## src/rtl/fetch_unit.sv

```systemverilog
// Instruction-fetch front end: holds the fetch PC, issues one request per cycle
// to a 1-cycle-latency instruction memory and buffers tagged words for decode.
module fetch_unit #(
    parameter int                  ADDR_W   = 64,
    parameter int                  INSTR_W  = 32,
    parameter logic [ADDR_W-1:0]   RESET_PC = '0,
    parameter int                  INCR     = 4,
    parameter int                  QDEPTH   = 4
) (
    input  logic                          clk,
    input  logic                          reset,
    output logic                          imem_req,
    output logic [ADDR_W-1:0]             imem_addr,
    input  logic [INSTR_W-1:0]            imem_rdata,
    input  logic                          br_valid,
    input  logic                          br_mode,
    input  logic [ADDR_W-1:0]             br_pc,
    input  logic [ADDR_W-1:0]             br_offset,
    output logic                          out_valid,
    input  logic                          out_ready,
    output logic [INSTR_W-1:0]            out_instr,
    output logic [ADDR_W-1:0]             out_pc,
    output logic [$clog2(QDEPTH+1)-1:0]   q_count
);

    localparam int                CNT_W      = $clog2(QDEPTH + 1);
    localparam int                PTR_W      = $clog2(QDEPTH);
    localparam logic [ADDR_W-1:0] INCR_A     = ADDR_W'(INCR);
    localparam logic [ADDR_W-1:0] ALIGN_MASK = ~(ADDR_W'(INCR) - ADDR_W'(1));

    logic [ADDR_W-1:0]  fpc;
    logic [ADDR_W-1:0]  inflight_pc;
    logic               inflight;
    logic [ADDR_W-1:0]  target;

    logic [INSTR_W-1:0] instr_mem [QDEPTH];
    logic [ADDR_W-1:0]  pc_mem    [QDEPTH];
    logic [PTR_W-1:0]   rd_ptr;
    logic [PTR_W-1:0]   wr_ptr;
    logic [CNT_W-1:0]   count;

    logic               credit_ok;
    logic               issue;
    logic               push;
    logic               pop;

    // A request only issues when the queue has room for every word already in flight.
    assign credit_ok = ({1'b0, count} + (CNT_W+1)'(inflight)) < (CNT_W+1)'(QDEPTH);
    assign issue     = !reset && !br_valid && credit_ok;
    assign push      = !reset && !br_valid && inflight;

    // Decode handshake: the head transfers on any cycle where out_valid and
    // out_ready are both high; out_valid never depends on out_ready, and the
    // head stays stable while out_valid is high and out_ready is low.
    assign out_valid = !reset && (count != '0);
    assign pop       = out_valid && out_ready;

    assign imem_req  = issue;
    assign imem_addr = fpc;
    assign out_instr = instr_mem[rd_ptr];
    assign out_pc    = pc_mem[rd_ptr];
    assign q_count   = reset ? '0 : count;

    assign target = (br_mode ? br_offset : (br_pc + br_offset)) & ALIGN_MASK;

    always_ff @(posedge clk) begin
        if (reset) begin
            fpc         <= RESET_PC;
            inflight    <= 1'b0;
            inflight_pc <= '0;
            rd_ptr      <= '0;
            wr_ptr      <= '0;
            count       <= '0;
        end else if (br_valid) begin
            // A redirect drops the queue and the word returning this cycle.
            fpc      <= target;
            inflight <= 1'b0;
            rd_ptr   <= '0;
            wr_ptr   <= '0;
            count    <= '0;
        end else begin
            inflight <= issue;
            if (issue) begin
                inflight_pc <= fpc;
                fpc         <= fpc + INCR_A;
            end
            if (push) begin
                wr_ptr <= wr_ptr + PTR_W'(1);
            end
            if (pop) begin
                rd_ptr <= rd_ptr + PTR_W'(1);
            end
            count <= count + CNT_W'(push) - CNT_W'(pop);
        end
    end

    always_ff @(posedge clk) begin
        if (push) begin
            instr_mem[wr_ptr] <= imem_rdata;
            pc_mem[wr_ptr]    <= inflight_pc;
        end
    end

endmodule

```

## config.mk

```make
export PLATFORM = sky130hd
export DESIGN_NAME = fetch_unit
export DESIGN_NICKNAME = d
export VERILOG_FILES = /design/src/rtl/fetch_unit.sv
export SDC_FILE = /design/constraint.sdc
export NUM_CORES = 1
export LEC_CHECK = 0
export CAP_MARGIN = 20
export CORE_ASPECT_RATIO = 0.8
export CORE_MARGIN = 2
export CORE_UTILIZATION = 52
export CTS_CLUSTER_DIAMETER = 200
export DETAILED_ROUTE_END_ITERATION = 16
export MAX_ROUTING_LAYER = met4
export PLACE_DENSITY = 0.73
export SYNTH_ARGS = -nofsm -noshare
export SYNTH_HDL_FRONTEND = slang
export SYNTH_SLANG_ARGS = --single-unit
export TNS_END_PERCENT = 10
```

## constraint.sdc

```tcl
create_clock -name clk -period 4.2 [get_ports clk]
set_input_delay 0.84 -clock clk [delete_from_list [all_inputs] [get_ports clk]]
set_output_delay 0.84 -clock clk [all_outputs]
set_load 0.005 [all_outputs]
```

After elaboration in Yosys (flattened, before gate mapping)
Memories as Yosys holds them, arrays and structs flattened. A register that Yosys moved wholly into a read port is not among the register bits.
Index checks and enable logic that the tools add are counted.
Operators by class
  $add $sub $neg: 7
  magnitude comparators: 1
  muxes and demuxes: 10
  bitwise operators: 1
  reduce and logical (&&, ||, !) cells: 11
Operators with widths (number)
  two-way mux 64 bit: 3
  adder 64 x 3 -> 64 bit (second input constant): 1
  adder 64 bit: 1
  two-way mux 2 bit: 4
  logical AND 1 bit: 5
  adder 2 x 1 -> 2 bit (second input constant): 2
  adder 3 x 1 -> 4 bit: 1
  < comparator 4 x 3 -> 1 bit (second input constant): 1
  adder 3 x 1 -> 3 bit: 1
  two-way mux 3 bit: 1
  nonzero test 3 bit: 1
  subtractor 3 x 1 -> 3 bit: 1
  logical NOT 1 bit: 2
  two-way mux 1 bit: 2
  AND reduction 2 bit: 1
  nonzero test 2 bit: 1
  OR reduction 2 bit: 1
  inverter 1 bit: 1
Storage, ports and cells
  register bits: 136
  RAM bits: 384
  bits of input ports: 165
  output and inout bits: 165
  logic and storage cells: 39
  memories kept: 2
Memory list
  pc_mem: words 4, bits a word 64, rd ports 1, clocked after memory_dff 1, write ports 1, RTL line 37  | logic [ADDR_W-1:0] pc_mem [QDEPTH];
  instr_mem: words 4, bits a word 32, rd ports 1, clocked after memory_dff 1, write ports 1, RTL line 36  | logic [INSTR_W-1:0] instr_mem [QDEPTH];

Longest topological paths before layout
Gate-level depths: netlist of run 1.
  depth after elaboration: 5
  gate-level depth with buffers: 12
  mapped depth without buffers: 11

Worst setup path before layout of run 1
Ideal clock, no wire load.
  kind: input-to-reg
  from: input port reset
  to: memory instr_mem[0][0] (enable)
  setup time: 0.464 ns
  data arrival time: 3.372 ns
  required time: 3.736 ns
  slack: 0.364 ns
  stages: 2
  buffers on the path: 0
  cells stage by stage: nor2_1 -> and3_1
Between the ends
  word-level cells in the longest chain between the ends: 5
RTL lines
  from (decl): RTL line 11  | input logic reset,
  logical NOT 1 bit: RTL line 50  | assign push = !reset && !br_valid && inflight;
  logical AND 1 bit (2 in series): RTL line 50
  two-way mux 1 bit: RTL line 98  | if (push) begin
  two-way mux 1 bit (implied by the code): RTL line 99  | instr_mem[wr_ptr] <= imem_rdata;
  to (decl): RTL line 36
Every way passes these cells.

Worst setup path in the final report of run 1
  from: input port br_pc[7]
  to: register fpc[60] (netlist: imem_addr[60])
Between the ends
  word-level cells in the longest chain between the ends: 3
RTL lines
  from (decl): RTL line 17  | input logic [ADDR_W-1:0] br_pc,
  adder 64 bit: RTL line 64  | assign target = (br_mode ? br_offset : (br_pc + br_offset)) & ALIGN_MASK;
  two-way mux 64 bit: RTL line 64
  two-way mux 64 bit: RTL line 74  | end else if (br_valid) begin
  to (signal assigned): RTL line 76  | fpc <= target;
  to (signal assigned): RTL line 85  | fpc <= fpc + INCR_A;
  to (decl): RTL line 31  | logic [ADDR_W-1:0] fpc;
Every way passes these cells.
A chain may end at the register's enable or synchronous reset.

==> impl_metrics.json, run 1 <==
{
  "outcome": "finished, final reports clean",
  "cts-buffers-inserted": 51,
  "postCtsSetupBuffers": 0,
  "place_congestion": 0.978,
  "routed_wl_um": 63300,
  "placed_cells": 2760,
  "utilization_pct": 64.9,
  "yosysWarnings": 0,
  "coreArea_mm2": 0.0455,
  "root_buffer": "clkbuf_16",
  "cts_resized": 0,
  "use_met3_pct": 4.05,
  "ir_worst_vdd_mv": 0.300,
  "cts_tree": "built",
  "fin_tns_setup_ns": 0,
  "fmax_ghz": 0.269,
  "slew_viol_final": 0,
  "r2r_slack_ns": 1.16,
  "grt_pass1_vias": 16400,
  "cellLeakagePower_nw": 10.2,
  "hold_viol": 0,
  "gr-usage-met1_pct": 39.7,
  "syn_avg_cell_area_um2": 12.6,
  "fin_nets": 2437,
  "initialDrtViolationCount": 1328,
  "fin_cells": 2856,
  "die_w_um": 243,
  "htree_num_levels": 2,
  "fin_area_mm2": 0.0295,
  "mostFrequentLayoutCell": "edfxtp_1",
  "hold_depth": 2,
  "drive_above_1_share_pct": 11.7,
  "cts_buffer_depth": 3,
  "dpl.hpwl_um": 45000,
  "r2r_end": "imem_addr[44]",
  "grt_pass1_wl_um": 97400,
  "finalCritPeriodShare_pct": 88.6,
  "clk_pin_slew_worst_paths_ns": 0.07,
  "wl_per_cell_um": 22.2,
  "setup_slack_ns": 0.481,
  "ys_ff_latch": 510,
  "placed_cell_area_mm2": 0.0278,
  "grt_overflow": 0,
  "hp-start": "inflight_pc[26]",
  "total_power_mw": 11.6,
  "rsz0062_at_grt": "false",
  "place_ws_ns": -0.0136,
  "worstSetupPathType": "in -> reg",
  "synth_flop_cell": "edfxtp_1",
  "holdWs_ns": 0.496,
  "cp_max_fo": 4,
  "endpoint_kind": "register",
  "cp.required_ns": 4.65,
  "start_util_pct": 52.4,
  "r2r-start": "inflight",
  "grt_use_met2_pct": 40.2,
  "ys_async_sr_fraction_pct": 0,
  "grt_max_degree": 103,
  "layout_min_cycle_time_ns": 3.72,
  "synth_edf_count": 376,
  "io_pins": 330,
  "row_count": 70,
  "synthCells": 1897,
  "slew_headroom_pct": 34.7,
  "hold_end": "inflight_pc[26]",
  "yosysSeqAreaShare_pct": 58.6,
  "ys_types": 88,
  "drc": 0,
  "setup_viol": 0,
  "cap_violations": 0,
  "hp-class": "reg -> reg",
  "final_cell_mix": "376 x edfxtp_1, 322 x clkdlybuf4s50_1, 264 x nand2_1",
  "tightest_slew_ns": 0.979,
  "cts_num_sinks": 510,
  "busiest_layer": "met2",
  "startpoint_type": "primary input",
  "worstRegToRegCells": 10,
  "clock_skew_ns": 0.0173,
  "area_growth_pct": 23.8,
  "die-area_mm2": 0.0476,
  "holdBufCountCts": 0,
  "syn_area_mm2": 0.0238,
  "antenna_left": 0,
  "pwr_density_cell_mw_per_mm2": 392,
  "antenna_found_initial": 1,
  "dr.pass1.iters": 5,
  "routed_via_density": 5.84,
  "vias": 16700,
  "worstPathArrival_ns": 4.17,
  "numPortBuffers": 325,
  "insertion_delay_ns": 0.58,
  "grt_usage_pct": 27.4,
  "fp.dieH_um": 195
}
==> layout make-up <==
cell class / instances / area [um2]
inverter: 27 / 101
antenna: 1 / 2.50
clock inverter: 23 / 256
fill: 3347 / 16000
clock buffer: 72 / 1480
multi-input combinational: 1253 / 9350
tap: 612 / 766
sequential: 510 / 14000
timing repair buffer: 358 / 3570
==> critical path: stages <==
cell and delay, ns:
clkdlybuf4s50_1 0.43, ha_1 0.37, and3_4 0.19, a21boi_2 0.18, o31ai_2 0.36, a2111oi_2 0.15, o21ai_1 0.32, a21oi_1 0.14
a211oi_2 0.43, o21ai_2 0.16, a2111oi_0 0.50, nor3b_1 0.10
==> sequential cells by signal (all words and copies together) (netlist names), named ones only <==
signal,count
wr_ptr,2
instr_mem,128
pc_mem,248
count,3
rd_ptr,2
inflight,1
imem_addr,62
inflight_pc,62
==> power breakdown <==
part           leakage [nW]  internal, mW  switching [mW]
logic                  4.70         0.637           0.718
clock network         0.849          2.72            1.87
registers              4.61          5.48           0.138
==> Yosys cell counts, types with 5 or more instances <==
| library cell | number | area share [%] |
|---|---|---|
| edfxtp_1 | 376 | 47 |
| nand2_1 | 264 | 4.2 |
| a21oi_1 | 150 | 3.2 |
| dfxtp_1 | 134 | 11 |
| nor2_1 | 128 | 2.0 |
| mux4_2 | 94 | 8.9 |
| clkbuf_1 | 81 | 1.3 |
| xnor2_1 | 79 | 2.9 |
| ha_1 | 70 | 3.7 |
| o21ai_0 | 65 | 1.4 |
| nand4_1 | 41 | 1.1 |
| nand3_1 | 39 | 0.82 |
| xor2_1 | 36 | 1.3 |
| a21o_1 | 34 | 1.1 |
| inv_1 | 26 | 0.41 |
| and3_1 | 23 | 0.60 |
| o211ai_1 | 20 | 0.63 |
| a311oi_1 | 15 | 0.55 |
| buf_1 | 14 | 0.22 |
| a211oi_1 | 12 | 0.38 |
| and2_1 | 12 | 0.32 |
| nor3_1 | 12 | 0.25 |
| and4_1 | 10 | 0.37 |
| o21bai_1 | 10 | 0.32 |
| buf_2 | 9 | 0.19 |
| nor2b_1 | 9 | 0.24 |
| a31oi_1 | 8 | 0.21 |
| o21ai_1 | 8 | 0.17 |
| o21a_1 | 7 | 0.22 |
| o22ai_1 | 5 | 0.13 |
==> layer usage <==
layer,vias up,routed length (um)
li1,7771,-
met1,8133,28800
met2,669,28000
met3,117,4600
met4,0,1880
met5,-,0
==> worst max path at each step <==
stage | startpoint | to | slack [ns] | cells past startpoint
final | br_pc[7] | imem_addr[60] | 0.48 | 12
after global placement | br_offset[8] | imem_addr[60] | 0.05 | 12
after detailed placement | br_pc[7] | imem_addr[60] | -0.01 | 12
after floorplan | reset | instr_mem[0][0] | 0.36 | 2
after global routing | br_pc[7] | imem_addr[60] | 0.39 | 12
after CTS | register | out_pc[34] | 0.55 | 3
==> logic make-up after synthesis <==
kind of cell	after synthesis	share of synthesized area, %
xor gates and xnor gates	115	4.23
other	1	0.0157
buffers and inverters	137	2.33
adders and majority gates	71	3.76
muxes	98	9.05
and+or+nand+nor	568	10.9
AOI/OAI and AO/OA	397	11.1
DFF	510	58.6
Power figures use the tool's default switching activity.
==> inputs of run 2 (changes only) <==
- CORE_UTILIZATION: 52 -> 45
- DONT_BUFFER_PORTS: not set -> 1
- PLACE_DENSITY: 0.73 -> 0.57
==> impl_metrics.json, run 2 (same netlist as run 1, synthesis figures left out) <==
{
  "die-area_mm2": 0.0548,
  "final_cell_mix": "376 x edfxtp_1, 264 x nand2_1, 150 x a21oi_1",
  "cts_resized": 0,
  "grt_pass1_wl_um": 96300,
  "worstRegToRegCells": 10,
  "vias": 15400,
  "place_ws_ns": 0.372,
  "grt_overflow": 0,
  "ir_worst_vdd_mv": 0.266,
  "cap_violations": 0,
  "path_delay_family": "compound AO/OA/AOI/OAI gates",
  "placed_cell_area_mm2": 0.0246,
  "clk_pin_slew_worst_paths_ns": 0.06,
  "r2r_slack_ns": 0.91,
  "total_power_mw": 11.0,
  "slew_viol_final": 0,
  "cp_max_fo": 4,
  "area_growth_pct": 9.89,
  "largestRegisters": "pc_mem: 248 flops, instr_mem: 128 flops",
  "hp-start": "reset",
  "clock_skew_ns": 0.0125,
  "die_w_um": 261,
  "row_count": 75,
  "setup_slack_ns": 0.872,
  "slowest_stage": "o31ai_2",
  "place_congestion": 0.924,
  "pwr_density_cell_mw_per_mm2": 419,
  "slew_headroom_pct": 31.3,
  "cp.required_ns": 4.65,
  "holdWs_ns": 0.325,
  "nFillCells": 4674,
  "cp_num_buf_inv": 0,
  "r2r-start": "imem_addr[10]",
  "dpl.hpwl_um": 45600,
  "io_pins": 330,
  "postCtsSetupBuffers": 0,
  "cts_tree": "built",
  "grt_pass1_vias": 15200,
  "fin_tns_setup_ns": 0,
  "hp-class": "in -> reg",
  "layout_min_cycle_time_ns": 3.33,
  "worstSetupPathType": "in -> reg",
  "setup_viol": 0,
  "root_buffer": "clkbuf_16",
  "fin_nets": 2104,
  "mostFrequentLayoutCell": "edfxtp_1",
  "r2r_end": "imem_addr[51]",
  "antenna_left": 0,
  "finalCritPeriodShare_pct": 79.2,
  "endpoint_kind": "register",
  "start_util_pct": 45.5,
  "insertion_delay_ns": 0.58,
  "worstPathArrival_ns": 3.78,
  "coreArea_mm2": 0.0524,
  "numPortBuffers": 0,
  "initialDrtViolationCount": 1223,
  "largest_reg_flops": 248,
  "antenna_found_initial": 1,
  "fp.dieH_um": 210,
  "startpoint_type": "primary input",
  "drive_above_1_share_pct": 12.6,
  "fin_area_mm2": 0.0262,
  "holdBufCountCts": 0,
  "tightest_slew_ns": 1.03,
  "fmax_ghz": 0.300,
  "cts_num_sinks": 510,
  "routed_via_density": 5.92,
  "grt_usage_pct": 24.0,
  "grt_max_degree": 120,
  "top_register": "pc_mem",
  "hold_end": "inflight_pc[45]",
  "outcome": "finished, final reports clean",
  "cellLeakagePower_nw": 8.81,
  "hold_depth": 1,
  "seq_area_mm2": 0.0140,
  "dr.pass1.iters": 5,
  "cts-buffers-inserted": 50,
  "rsz0062_at_grt": "false",
  "multi_input_area_mm2": 0.00935,
  "wl_per_cell_um": 24.8,
  "routed_wl_um": 64500,
  "htree_num_levels": 2,
  "critPathMaxStageDelay_ns": 0.47,
  "cts_buffer_depth": 3,
  "path_cells": "ha_1, and3_4, a21boi_2, o31ai_2, a2111oi_2, o21ai_1, a21oi_1, a211oi_2, o21ai_2, a2111oi_0, nor3b_1",
  "hold_viol": 0,
  "drc": 0
}
## run 2: how the worst max path moves through the flow
stage / slack, ns / cells after the start / start / endpoint
2_1_floorplan: 0.36 / 2 / reset / instr_mem[0][0]
3_3_place_gp: 0.31 / 11 / br_pc[8] / imem_addr[60]
3_5_place_dp: 0.37 / 11 / br_pc[8] / imem_addr[60]
4_1_cts: 0.87 / 2 / register / out_pc[60]
5_1_grt: 0.69 / 10 / inflight / imem_addr[51]
6_report: 0.87 / 11 / br_pc[8] / imem_addr[60]
## run 2: layer usage
metal  vias up  routed length (um)  track usage (%)
met5         -                   0                -
met4         0                1610             6.56
met3        93                4360             5.19
met2       451               30900             37.9
met1      7754               27700             31.5
li1       7101                   -                -
## run 2: area by class of cell
type                       count  share of cell area (%)
timing repair buffer          26                    1.08
antenna                        1                 0.00956
multi-input combinational   1253                    35.7
sequential                   510                    53.4
inverter                      27                   0.387
clock buffer                  72                    5.57
clock inverter                20                   0.569
tap                          693                    3.31
## run 2: power breakdown
| group | switching, mW | total [mW] | internal, mW |
|---|---|---|---|
| logic | 0.580 | 0.971 | 0.390 |
| registers | 0.166 | 5.65 | 5.48 |
| clock network | 1.86 | 4.34 | 2.48 |
## run 2: per-stage QoR
stage | util (%) | cells
finish | 50.0 | 2602
CTS | 50.0 | 2600
detailed placement | 46.9 | 2508
global route | 50.0 | 2602
floorplan | - | 1900
global placement | 46.9 | 2508
==> inputs of run 3 (changes only) <==
- PLACE_DENSITY: 0.57 -> 0.59
- clock period: 4.2 -> 2.8 ns (I/O delays scaled with it)
==> impl_metrics.json, run 3 (same netlist as run 1, synthesis figures left out) <==
{
  "place_congestion": 0.938,
  "cp_max_fo": 7,
  "cellLeakagePower_nw": 9.90,
  "cp.required_ns": 3.28,
  "critPathMaxStageDelay_ns": 0.43,
  "grt_overflow": 0,
  "clk_pin_slew_worst_paths_ns": 0.07,
  "r2r_slack_ns": 0.23,
  "place_ws_ns": -0.540,
  "tightest_slew_ns": 0.550,
  "drc": 0,
  "hold_end": "imem_addr[61]",
  "start_util_pct": 45.5,
  "pwr_density_cell_mw_per_mm2": 599,
  "routed_via_density": 5.70,
  "layout_min_cycle_time_ns": 2.66,
  "clock_skew_ns": 0.0267,
  "r2r-start": "imem_addr[12]",
  "insertion_delay_ns": 0.59,
  "slew_headroom_pct": 63.3,
  "hold_viol": 0,
  "worstSetupPathType": "in -> reg",
  "area_growth_pct": 17.5,
  "ir_worst_vdd_mv": 0.436,
  "share_comb_of_total_power_pct": 11.7,
  "worstRegToRegCells": 10,
  "hold_depth": 1,
  "cts_buffer_depth": 3,
  "setup_slack_ns": 0.135,
  "cts_num_sinks": 510,
  "startpoint_type": "primary input",
  "cts_tree": "built",
  "numPortBuffers": 0,
  "hp-class": "in -> reg",
  "fp.dieH_um": 210,
  "row_count": 75,
  "total_power_mw": 16.8,
  "fin_cells": 2816,
  "coreArea_mm2": 0.0524,
  "postCtsSetupBuffers": 0,
  "grt_usage_pct": 24.6,
  "dpl.hpwl_um": 48200,
  "final_cell_mix": "376 x edfxtp_1, 264 x nand2_1, 227 x buf_4",
  "r2r_end": "imem_addr[51]",
  "largest_reg_flops": 248,
  "endpoint_kind": "register",
  "diodes": 0,
  "p_switching_mw": 3.95,
  "seqPwrFrac_pct": 49.9,
  "wl_per_cell_um": 23.4,
  "setup_viol": 0,
  "internal_power_mw": 12.8,
  "grt_pass1_vias": 16000,
  "rsz0062_at_grt": "true",
  "routed_wl_um": 65900,
  "cap_violations": 0,
  "dr.pass1.iters": 5,
  "vias": 16100,
  "swShare_pct": 23.6,
  "p_clk_share_pct": 38.4,
  "finalCritPeriodShare_pct": 95.2,
  "outcome": "finished, final reports clean",
  "fin_tns_setup_ns": 0,
  "mostFrequentLayoutCell": "edfxtp_1",
  "initialDrtViolationCount": 1435,
  "slew_viol_final": 0,
  "antenna_left": 0,
  "top_register": "pc_mem",
  "fin_nets": 2322,
  "drive_above_1_share_pct": 22.1,
  "cts-buffers-inserted": 49,
  "path_cells": "ha_1, a21oi_1, o21ai_1, a211oi_2, o41ai_1, or3_4, a31o_4, o211ai_2, a21boi_1, nor4b_1, nor3_1",
  "hp-start": "br_mode",
  "fmax_ghz": 0.375,
  "slowest_stage": "or3_4",
  "grt_pass1_wl_um": 99000,
  "die_w_um": 261,
  "grt_max_degree": 120,
  "htree_num_levels": 2,
  "placed_cells": 2728,
  "worstPathArrival_ns": 3.14,
  "root_buffer": "clkbuf_16",
  "largestRegisters": "pc_mem: 248 flops, instr_mem: 128 flops",
  "io_pins": 330,
  "die-area_mm2": 0.0548,
  "antenna_found_initial": 0
}
## run 3: stage by stage
step | utilization [%] | area [um2] | hold slack (ns)
after detailed placement | 50.3 | 26400 | 0.489
after floorplan | - | 23800 | 0.460
after global routing | 53.5 | 28000 | 0.0281
after CTS | 53.4 | 27900 | 0.0269
final | 53.5 | 28000 | 0.0654
after global placement | 50.3 | 26400 | 0.471
## run 3: worst max-delay path: cells and delay by family
kind                       cells  cell delay [ns]
AOI/OAI and AO/OA              7             1.34
and+or+nand+nor                3             0.84
adders and majority gates      1             0.39
## run 3: how the worst max path moves through the flow
stage | start | to | slack (ns)
2_1_floorplan | reset | instr_mem[2][0] | -0.76
3_3_place_gp | br_pc[8] | imem_addr[53] | -0.49
3_5_place_dp | br_pc[7] | imem_addr[53] | -0.54
4_1_cts | imem_addr[12] | imem_addr[51] | 0.001
5_1_grt | br_pc[7] | imem_addr[53] | -0.04
6_report | br_pc[19] | imem_addr[63] | 0.14
## run 3: layer usage
metal	track usage (%)	vias up	wire length, um
met5	-	-	0
met4	6.54	0	1640
met3	5.87	80	5420
met2	35.4	544	28800
met1	35.0	7911	30000
li1	-	7525	-
## run 3: power groups by stage
stage	sequential, mW	clock [mW]	combinational, mW
floorplan	8.52	0	1.14
global placement	8.51	0	1.92
detailed placement	8.52	0	1.92
CTS	8.36	6.60	1.93
global route	8.37	6.89	2.14
finish	8.36	6.44	1.96
## run 3: final cells by class
| cell class | instances | area [um2] |
|---|---|---|
| Clock inverter | 31 | 290 |
| Timing Repair Buffer | 245 | 2060 |
| Inverter | 27 | 101 |
| Tap cell | 693 | 867 |
| Fill cell | 4534 | 24400 |
| Sequential cell | 510 | 14000 |
| Clock buffer | 57 | 1300 |
| Multi-Input combinational cell | 1253 | 9410 |
## run 3: timing repair
item | CTS | global route
endpoints found under the hold margin | 0 | 0
endpoints found under the setup margin | 0 | 11
hold buffers | 0 | 0
resized for setup | 0 | 14
